`src/rtl/alu_pkg.sv`:
```
// Shared encodings for the sequential N-bit ALU: operation select codes and
// the multiplier control states.
package alu_pkg;

  localparam logic [1:0] OP_ADD = 2'b00;
  localparam logic [1:0] OP_SUB = 2'b01;
  localparam logic [1:0] OP_MUL = 2'b10;
  localparam logic [1:0] OP_RSV = 2'b11;

  typedef enum logic {
    S_IDLE,
    S_MUL
  } state_t;

endpackage

```
`src/rtl/shift_add_mult.sv`:
```
// Unsigned shift-add multiplier: one partial-product step per clock, WIDTH
// steps per operation. done/product are valid on the final step's clock.
module shift_add_mult
  import alu_pkg::*;
#(
  parameter int WIDTH = 4
) (
  input  logic                 clk,
  input  logic                 rst,
  input  logic                 start,
  input  logic [WIDTH-1:0]     a,
  input  logic [WIDTH-1:0]     b,
  output logic                 busy,
  output logic                 done,
  output logic [2*WIDTH-1:0]   product
);

  localparam int CW = $clog2(WIDTH + 1);

  state_t               state_q, state_d;
  logic [2*WIDTH-1:0]   mcand_q, acc_q, acc_step;
  logic [WIDTH-1:0]     mplier_q;
  logic [CW-1:0]        cnt_q;

  assign acc_step = mplier_q[0] ? acc_q + mcand_q : acc_q;
  assign busy     = (state_q == S_MUL);
  // done marks the clock edge that performs the last step, so the product
  // is taken from the combinational step result rather than acc_q.
  assign done     = busy && (cnt_q == CW'(1));
  assign product  = acc_step;

  always_comb begin
    state_d = state_q;
    case (state_q)
      S_IDLE:  if (start) state_d = S_MUL;
      S_MUL:   if (cnt_q == CW'(1)) state_d = S_IDLE;
      default: state_d = S_IDLE;
    endcase
  end

  always_ff @(posedge clk or posedge rst) begin
    if (rst) begin
      state_q  <= S_IDLE;
      mcand_q  <= '0;
      mplier_q <= '0;
      acc_q    <= '0;
      cnt_q    <= '0;
    end else begin
      state_q <= state_d;
      if (state_q == S_IDLE && start) begin
        mcand_q  <= {{WIDTH{1'b0}}, a};
        mplier_q <= b;
        acc_q    <= '0;
        cnt_q    <= CW'(WIDTH);
      end else if (busy) begin
        acc_q    <= acc_step;
        mcand_q  <= mcand_q << 1;
        mplier_q <= mplier_q >> 1;
        cnt_q    <= cnt_q - CW'(1);
      end
    end
  end

endmodule

```
`src/rtl/top_nbit_alu_seq.sv`:
```
// Button-driven N-bit calculator: operand registers, button edge detection,
// single-cycle add/sub and a multi-cycle multiply feeding one result register.
module top_nbit_alu_seq
  import alu_pkg::*;
#(
  parameter int WIDTH = 4
) (
  input  logic                 clk,
  input  logic                 rst,
  input  logic [WIDTH-1:0]     inA,
  input  logic [WIDTH-1:0]     inB,
  input  logic                 btnLoadA,
  input  logic                 btnLoadB,
  input  logic                 btnStart,
  input  logic [1:0]           op,
  output logic [2*WIDTH-1:0]   result,
  output logic                 carry_borrow,
  output logic                 busy,
  output logic                 done
);

  logic [WIDTH-1:0]   reg_a, reg_b;
  logic               load_a_q, load_b_q, start_q;
  logic               load_a_e, load_b_e, start_e;
  logic               accept, mul_start, mul_busy, mul_done;
  logic [2*WIDTH-1:0] mul_product;
  logic [WIDTH:0]     sum, diff;
  logic [2*WIDTH-1:0] res_d;
  logic               cb_d, wr;

  assign load_a_e  = btnLoadA & ~load_a_q;
  assign load_b_e  = btnLoadB & ~load_b_q;
  assign start_e   = btnStart & ~start_q;
  assign accept    = start_e & ~mul_busy;
  assign mul_start = accept && (op == OP_MUL);
  assign busy      = mul_busy;

  assign sum  = {1'b0, reg_a} + {1'b0, reg_b};
  assign diff = {1'b0, reg_a} - {1'b0, reg_b};

  shift_add_mult #(.WIDTH(WIDTH)) u_mult (
    .clk     (clk),
    .rst     (rst),
    .start   (mul_start),
    .a       (reg_a),
    .b       (reg_b),
    .busy    (mul_busy),
    .done    (mul_done),
    .product (mul_product)
  );

  // mul_done only occurs while busy and accept only while idle, so the two
  // write sources never compete.
  always_comb begin
    res_d = result;
    cb_d  = carry_borrow;
    wr    = 1'b0;
    if (mul_done) begin
      res_d = mul_product;
      cb_d  = |mul_product[2*WIDTH-1:WIDTH];
      wr    = 1'b1;
    end else if (accept) begin
      case (op)
        OP_ADD: begin
          res_d = {{(WIDTH-1){1'b0}}, sum};
          cb_d  = sum[WIDTH];
          wr    = 1'b1;
        end
        OP_SUB: begin
          res_d = {{(WIDTH-1){diff[WIDTH]}}, diff};
          cb_d  = (reg_a < reg_b);
          wr    = 1'b1;
        end
        OP_RSV: begin
          res_d = '0;
          cb_d  = 1'b0;
          wr    = 1'b1;
        end
        default: ;
      endcase
    end
  end

  always_ff @(posedge clk or posedge rst) begin
    if (rst) begin
      load_a_q     <= 1'b0;
      load_b_q     <= 1'b0;
      start_q      <= 1'b0;
      reg_a        <= '0;
      reg_b        <= '0;
      result       <= '0;
      carry_borrow <= 1'b0;
      done         <= 1'b0;
    end else begin
      load_a_q     <= btnLoadA;
      load_b_q     <= btnLoadB;
      start_q      <= btnStart;
      if (load_a_e && !mul_busy) reg_a <= inA;
      if (load_b_e && !mul_busy) reg_b <= inB;
      result       <= res_d;
      carry_borrow <= cb_d;
      done         <= wr;
    end
  end

endmodule

```
`config.mk`:
```
export PLATFORM = sky130hd
export DESIGN_NAME = top_nbit_alu_seq
export DESIGN_NICKNAME = d
export VERILOG_FILES = /design/src/rtl/alu_pkg.sv /design/src/rtl/shift_add_mult.sv /design/src/rtl/top_nbit_alu_seq.sv
export SDC_FILE = /design/constraint.sdc
export NUM_CORES = 1
export LEC_CHECK = 0
export ABC_AREA = 1
export CAP_MARGIN = 20
export CORE_MARGIN = 4
export CORE_UTILIZATION = 49
export DETAILED_ROUTE_END_ITERATION = 8
export PLACE_DENSITY = 0.7
export SKIP_LAST_GASP = 1
export SLEW_MARGIN = 5
export SYNTH_ARGS = -nofsm -noshare
export SYNTH_HDL_FRONTEND = slang
export SYNTH_SLANG_ARGS = --single-unit
```
`constraint.sdc`:
```
create_clock -name clk -period 3.1 [get_ports clk]
set_clock_uncertainty 0.05 [all_clocks]
set_input_delay 0.62 -clock clk [delete_from_list [all_inputs] [get_ports clk]]
set_output_delay 0.62 -clock clk [all_outputs]
set_load 0.01 [all_outputs]
```
==> run_results.csv, run 1 <==
group,metric,value,unit
status,outcome,"complete, no violations",
layout,seqCellArea,0.00113,mm^2
synth,synth_top_family_by_area,"simple AND/OR/NAND/NOR gates",
layout,final_cells,423,
layout,fin_nets,392,
power,power_density,866,mW/mm^2
layout,fillers,502,
synth,yosys.area_share.simple,23.4,%
cts,htreeDepth,2,
die,core.rowCount,26,
routing,drc,0,
sta,min_period_over_period,71.2,%
layout,drive_above_1_share,6.52,%
cts,cts.sinks,45,
synth,ys_ff_latch,45,
routing,initialDrtViolationCount,82,
worst_hold_path,hp-class,"flop to flop",
worst_setup_path,crit_arrival,1.54,ns
synth,syn_avg_cell_area,8.10,um^2
routing,drtAntennaViolNets,0,
power,power,2.64,mW
cts,cts-root-buf,"clkbuf_8",
global_route,grt_overflow,0,
synth,syn-num-nets,364,
cts,cts_setup_buffers,0,
cts,clockBufferDepth,2,
flow_run,max_cap_viol_count,0,
place,portBuffers,25,
sta,fin_crit,2.21,ns
place,dp.final_hpwl,4190,um
routing,num_vias,2157,
die,die-area,0.00661,mm^2
power,peakVddDrop,0.394,mV
worst_setup_path,reg2reg_slack,1.00,ns
routing,dr.pass1.iters,4,
synth,yosys_warnings,0,
layout,final_core_util,59.0,%
cts,cts_resized,0,
worst_setup_path,endpoint,"busy",
synth,synth_adder_area_share,12.3,%
sta,setup_tns,0,ns
synth,synth_compound_area_share,11.5,%
worst_setup_path,cpPeakStageDelay,0.63,ns
sta,slew_violations,0,
routing,detail_route.wl_per_cell,12.9,um
sta,grt_setup_unrepaired,"no",
sta,slew_headroom,69.9,%
worst_setup_path,worstReg2RegEnd,"carry_borrow$_DFFE_PP0P_",
synth,ys_seq_area_share,42.8,%
power,leakage,1.55,nW
worst_setup_path,critPathKind,"flop to primary output",
cts,cts_tree,"done",
cts,cts_buffers,5,
global_route,grt_max_degree,24,
worst_setup_path,cpMaxStageDelayCell,"clkdlybuf4s50_1",
worst_setup_path,crit_path_end_kind,"primary output",
place,gp_congestion,0.881,
worst_setup_path,cp_top_family,"buffers and inverters",
worst_setup_path,crit_buf_inv,1,
global_route,grt_pass1_wl,9250,um
die,pin_count,26,
worst_setup_path,worst_setup_path_start_kind,"flop",
sta,worst_pin_slew,0.452,ns
routing,drt-total-wl,5470,um
synth,synth.area.mux_share,0.855,%
synth,synth-xor-area-share,0.998,%
layout,antenna_cells,0,
cts,clk_latency,0.29,ns
worst_hold_path,holdPathStages,2,
worst_setup_path,crit_start,"u_mult.busy$_DFF_PP0_",
global_route,antenna_found_initial,0,
global_route,first_global_vias,2013,
die,core-area,0.00517,mm^2
synth,synthDistinctLibCells,31,
worst_setup_path,crit_chain,"clkdlybuf4s50_1",
place,placed_cells,416,
sta,finalSetupViolCount,0,
sta,clock.fmax,0.453,GHz
worst_setup_path,reg2regPathDepth,12,
global_route,grt_use_total,18.2,%
sta,timing.final.hold_violations,0,
worst_setup_path,crit_fanout,12,
die,die_h,81.3,um
synth,synthCells,325,
worst_setup_path,worst-path-stages,1,
routing,viasPerCell,5.10,
die,start_util,50.9,%
cts,cts-hold-fix-buffers,0,
die,die_w,81.3,um
synth,syn_area,0.00263,mm^2
worst_setup_path,r2r_start,"u_mult.mcand_q[0]$_DFFE_PP0P_",
cts,path_clk_slew,0.08,ns
worst_setup_path,crit_required,2.43,ns
layout,multiInputGateArea,0.00129,mm^2
layout,syn2layout_area_growth,15.8,%
sequential cells by signal, summed over array words and instances (netlist names):
signal / count
start_q: 1
reg_b: 4
load_b_q: 1
result: 8
reg_a: 4
load_a_q: 1
u_mult.cnt_q: 3
u_mult.busy: 1
u_mult.mcand_q: 8
u_mult.acc_q: 8
done: 1
u_mult.mplier_q: 4
carry_borrow: 1
layer usage:
layer / global-route usage, % / share of wire, %
met1: 24.3 / 48
met5: 0 / 0
met4: 4.39 / 1.6
met3: 4.10 / 4.4
met2: 29.8 / 46
power by group:
group	leakage, nW	total, mW	switching (mW)	internal, mW
sequential	0.565	0.987	0.185	0.801
combinational	0.944	1.29	0.760	0.532
clock	0.0443	0.362	0.185	0.177
total	1.55	2.64	1.13	1.51
cells in the mapped netlist, drive strengths merged:
cell / number / share of area (%)
a211oi: 1 / 0.29
a21oi: 13 / 2.5
a311oi: 1 / 0.33
a31oi: 2 / 0.47
buf: 4 / 0.76
clkbuf: 3 / 0.43
dfrtp: 45 / 43
fa: 3 / 2.3
ha: 21 / 10
inv: 49 / 7.0
mux2: 2 / 0.86
nand2: 89 / 13
nand3: 27 / 5.1
nand3b: 1 / 0.29
nand4: 1 / 0.24
nor2: 23 / 3.9
o211ai: 2 / 0.57
o21a: 1 / 0.29
o21ai: 19 / 3.8
o221ai: 5 / 1.7
o22ai: 6 / 1.4
o31ai: 1 / 0.29
or2: 3 / 0.71
xnor2: 1 / 0.33
xor2: 2 / 0.67
final cells by class:
type | instances | area share, %
timing repair buffer | 28 | 8.95
tap | 70 | 2.87
multi-input combinational | 224 | 42.4
inverter | 49 | 6.03
sequential | 45 | 36.9
clock buffer | 7 | 2.83
per-stage QoR:
| stage | hold WS, ns | worst slack [ns] | instance area [um^2] |
|---|---|---|---|
| after floorplan | 0.424 | 1.27 | 2630 |
| after global placement | 0.416 | 0.785 | 2960 |
| after detailed placement | 0.421 | 0.725 | 2960 |
| after CTS | 0.440 | 0.876 | 3050 |
| after global routing | 0.480 | 0.801 | 3050 |
| final | 0.445 | 0.892 | 3050 |
how the worst min path moves through the flow:
stage | start | to | slack, ns
2_1_floorplan | u_mult.cnt_q[2]$_DFFE_PP0P_ | u_mult.cnt_q[2]$_DFFE_PP0P_ | 0.42
3_3_place_gp | carry_borrow$_DFFE_PP0P_ | carry_borrow$_DFFE_PP0P_ | 0.42
3_5_place_dp | carry_borrow$_DFFE_PP0P_ | carry_borrow$_DFFE_PP0P_ | 0.42
4_1_cts | carry_borrow$_DFFE_PP0P_ | carry_borrow$_DFFE_PP0P_ | 0.44
5_1_grt | carry_borrow$_DFFE_PP0P_ | carry_borrow$_DFFE_PP0P_ | 0.48
6_report | result[3]$_DFFE_PP0P_ | result[3]$_DFFE_PP0P_ | 0.45
layout by cell type (no fill, tap or decap), types with 3 or more instances in the layout:
| cell | synthesis | final |
|---|---|---|
| nand2_1 | 86 | 86 |
| dfrtp_1 | 45 | 45 |
| inv_1 | 45 | 44 |
| nand3_1 | 27 | 27 |
| clkdlybuf4s50_1 | 0 | 25 |
| nor2_1 | 22 | 22 |
| ha_1 | 21 | 21 |
| o21ai_0 | 18 | 18 |
| a21oi_1 | 13 | 13 |
| o22ai_1 | 6 | 6 |
| clkbuf_8 | 0 | 6 |
| inv_2 | 4 | 5 |
| o221ai_1 | 5 | 5 |
| fa_1 | 3 | 3 |
| buf_4 | 0 | 3 |
logic make-up (layout without fill, tap and decap cells):
group,Yosys count,after routing
AO/OA/AOI/OAI,51,51
XOR/XNOR,3,3
AND/OR/NAND/NOR,144,144
adder cells (fa/ha/maj),24,24
flip-flops,45,45
buffers and inverters,56,84
multiplexers,2,2
No activity file was read; power rests on OpenSTA's default activity.
==> run 2, diff against run 1 <==
--- a/config.mk
+++ b/config.mk
@@ -10,7 +10,7 @@
 export CORE_MARGIN = 4
 export CORE_UTILIZATION = 49
 export DETAILED_ROUTE_END_ITERATION = 8
-export PLACE_DENSITY = 0.7
+export PLACE_DENSITY = 0.73
 export SKIP_LAST_GASP = 1
 export SLEW_MARGIN = 5
 export SYNTH_ARGS = -nofsm -noshare
==> constraint.sdc (replaced) <==
create_clock -name clk -period 1.9 [get_ports clk]
set_clock_uncertainty 0.05 [all_clocks]
set_input_delay 0.38 -clock clk [delete_from_list [all_inputs] [get_ports clk]]
set_output_delay 0.38 -clock clk [all_outputs]
set_load 0.01 [all_outputs]
==> run 2 against run 1 <==
Effect of this change: first-iteration DRC count rose by 60%; clock-buffer cell count is the same; sequential power is 61% higher; final area is 9.3% higher; non-clock buffer count increased by 24; via count grew 5.0%; die area did not move; global-route usage is 1.7 points higher; register-to-register slack lost 0.99 ns; core utilization increased by 5.5 points.
==> run_results.csv, run 2 (same netlist as run 1, synthesis figures left out) <==
group,metric,value,unit
status,outcome,"complete, no violations",
cts,clockBufferDepth,2,
worst_setup_path,crit_arrival,2.08,ns
power,clkPwrFrac,15.4,%
sta,slew_headroom,77.6,%
sta,slew_violations,0,
layout,final_cell_mix,"nand2_1 (83), dfrtp_1 (44), inv_1 (42)",
power,power_density,1460,mW/mm^2
cts,cts-root-buf,"clkbuf_8",
die,die_h,81.3,um
layout,drive_above_1_share,16.4,%
flow_run,max_cap_viol_count,0,
place,dp.final_hpwl,4410,um
sta,finalSetupViolCount,0,
place,portBuffers,25,
worst_setup_path,crit_path_end_kind,"flop",
global_route,antenna_found_initial,0,
global_route,first_global_vias,2239,
sta,fin_crit,1.89,ns
worst_setup_path,reg2reg_slack,0.007,ns
layout,syn2layout_area_growth,26.6,%
die,core-area,0.00517,mm^2
place,gp_congestion,0.902,
worst_setup_path,worstReg2RegEnd,"carry_borrow$_DFFE_PP0P_",
routing,dr.pass1.iters,4,
routing,drtAntennaViolNets,0,
worst_setup_path,crit_start,"reg_b[0]$_DFFE_PP0P_",
place,placed_cells,440,
power,intPower,2.86,mW
worst_setup_path,worst_setup_path_start_kind,"flop",
cts,cts_tree,"done",
sta,clock.fmax,0.528,GHz
die,core.rowCount,26,
layout,multiInputGateArea,0.00135,mm^2
worst_setup_path,r2r_start,"reg_b[0]$_DFFE_PP0P_",
die,die_w,81.3,um
layout,fin_nets,416,
routing,initialDrtViolationCount,131,
layout,final_cells,448,
routing,drc,0,
worst_hold_path,hp-class,"primary input to async pin",
routing,num_vias,2264,
layout,seqCellArea,0.00113,mm^2
cts,cts_setup_buffers,0,
power,switching_share,41.0,%
cts,path_clk_slew,0.08,ns
power,combPwrFrac,51.8,%
layout,final_core_util,64.4,%
worst_setup_path,reg2regPathDepth,9,
layout,fillers,451,
global_route,grt_use_total,19.9,%
worst_setup_path,crit_fanout,3,
routing,viasPerCell,5.05,
routing,drt-total-wl,5950,um
die,pin_count,26,
cts,clk_latency,0.29,ns
worst_setup_path,crit_required,2.09,ns
layout,antenna_cells,0,
layout,reg_top3,"result: 8 flops, u_mult.acc_q: 8 flops, u_mult.mcand_q: 8 flops",
sta,holdWs,0.364,ns
sta,min_period_over_period,99.6,%
worst_setup_path,endpoint,"carry_borrow$_DFFE_PP0P_",
routing,detail_route.wl_per_cell,13.3,um
layout,layout_commonest_cell,"nand2_1",
global_route,grt_max_degree,46,
sta,timing.final.hold_violations,0,
cts,cts_buffers,5,
power,peakVddDrop,0.795,mV
cts,cts-hold-fix-buffers,0,
global_route,grt_overflow,0,
die,die-area,0.00661,mm^2
power,p_seq_share,32.8,%
global_route,grt_pass1_wl,10100,um
sta,grt_setup_unrepaired,"yes",
die,start_util,50.9,%
layout,final_cell_area,0.00333,mm^2
place,dpl_cell_area,0.00316,mm^2
cts,htreeDepth,2,
sta,worst_pin_slew,0.333,ns
power,leakage,1.68,nW
worst_setup_path,critPathKind,"flop to flop",
cts,cts.sinks,45,
power,p_sw,1.99,mW
-- run 2: cell count changes in the layout (fill, tap and decap cells not counted), sizes merged --
cell and change:
buf +24, bufinv +1, clkinv +1, inv -1
-- run 2: through the flow --
| step | power (mW) | setup WS, ns | TNS (ns) |
|---|---|---|---|
| after floorplan | 3.06 | 0.0731 | 0 |
| after global placement | 3.92 | -0.0855 | -0.546 |
| after detailed placement | 3.97 | -0.142 | -0.898 |
| after CTS | 4.75 | -0.0171 | -0.0171 |
| after global routing | 5.30 | -0.156 | -0.281 |
| final | 4.85 | 0.00743 | 0 |
-- run 2: repair_timing --
| action | 4_1_cts | 5_1_grt |
|---|---|---|
| endpoints found under the setup margin | 7 | 8 |
| pin swaps | 0 | 3 |
| resized for setup | 4 | 16 |
-- run 2: how the worst min path moves through the flow --
stage / from / end / slack (ns) / cells after the start
final: rst / u_mult.cnt_q[1]$_DFFE_PP0P_ / 0.36 / 3
after global routing: rst / u_mult.cnt_q[2]$_DFFE_PP0P_ / 0.39 / 3
after CTS: rst / u_mult.cnt_q[1]$_DFFE_PP0P_ / 0.38 / 3
after detailed placement: carry_borrow$_DFFE_PP0P_ / carry_borrow$_DFFE_PP0P_ / 0.43 / 2
after global placement: carry_borrow$_DFFE_PP0P_ / carry_borrow$_DFFE_PP0P_ / 0.42 / 2
after floorplan: btnLoadA / load_a_q$_DFF_PP0_ / 0.36 / 0
-- run 2: cell type report --
class | instances | area share [%]
Multi-Input combinational cell | 224 | 40.6
Sequential cell | 45 | 33.8
Timing Repair Buffer | 52 | 14.0
Inverter | 49 | 5.52
Tap cell | 70 | 2.63
Clock buffer | 7 | 2.59
Clock inverter | 1 | 0.901
-- run 2: metal layers --
metal  share of wire [%]  GRT usage (%)  up-vias
li1                    -              -     1155
met1                  47           27.6     1050
met2                  48           32.2       50
met3                 4.0           3.77        9
met4                 1.1           4.73        0
met5                   0              0        -
-- run 2: power groups by stage --
| stage | logic (mW) | registers [mW] | clock network [mW] |
|---|---|---|---|
| CTS | 2.41 | 1.57 | 0.766 |
| detailed placement | 2.38 | 1.59 | 0 |
| finish | 2.52 | 1.59 | 0.747 |
| global route | 2.85 | 1.63 | 0.811 |
| floorplan | 1.49 | 1.57 | 0 |
| global placement | 2.35 | 1.58 | 0 |
-- run 2: critical path: stages, from the launching register on --
cell and delay, ns:
dfrtp_1 0.39, ha_1 0.15, inv_1 0.06, fa_2 0.33
or2_2 0.30, a21oi_2 0.13, o21ai_1 0.09, a31oi_1 0.20
nand2_1 0.07, nand2_1 0.05
==> run 3, diff against run 2 <==
--- a/config.mk
+++ b/config.mk
@@ -9,6 +9,7 @@
 export CAP_MARGIN = 20
 export CORE_MARGIN = 4
 export CORE_UTILIZATION = 49
+export CTS_CLUSTER_DIAMETER = 120
 export DETAILED_ROUTE_END_ITERATION = 8
 export PLACE_DENSITY = 0.73
 export SKIP_LAST_GASP = 1
==> results of run 3 <==
Same layout as run 2: the final DEF is identical, and so are final timing and power.
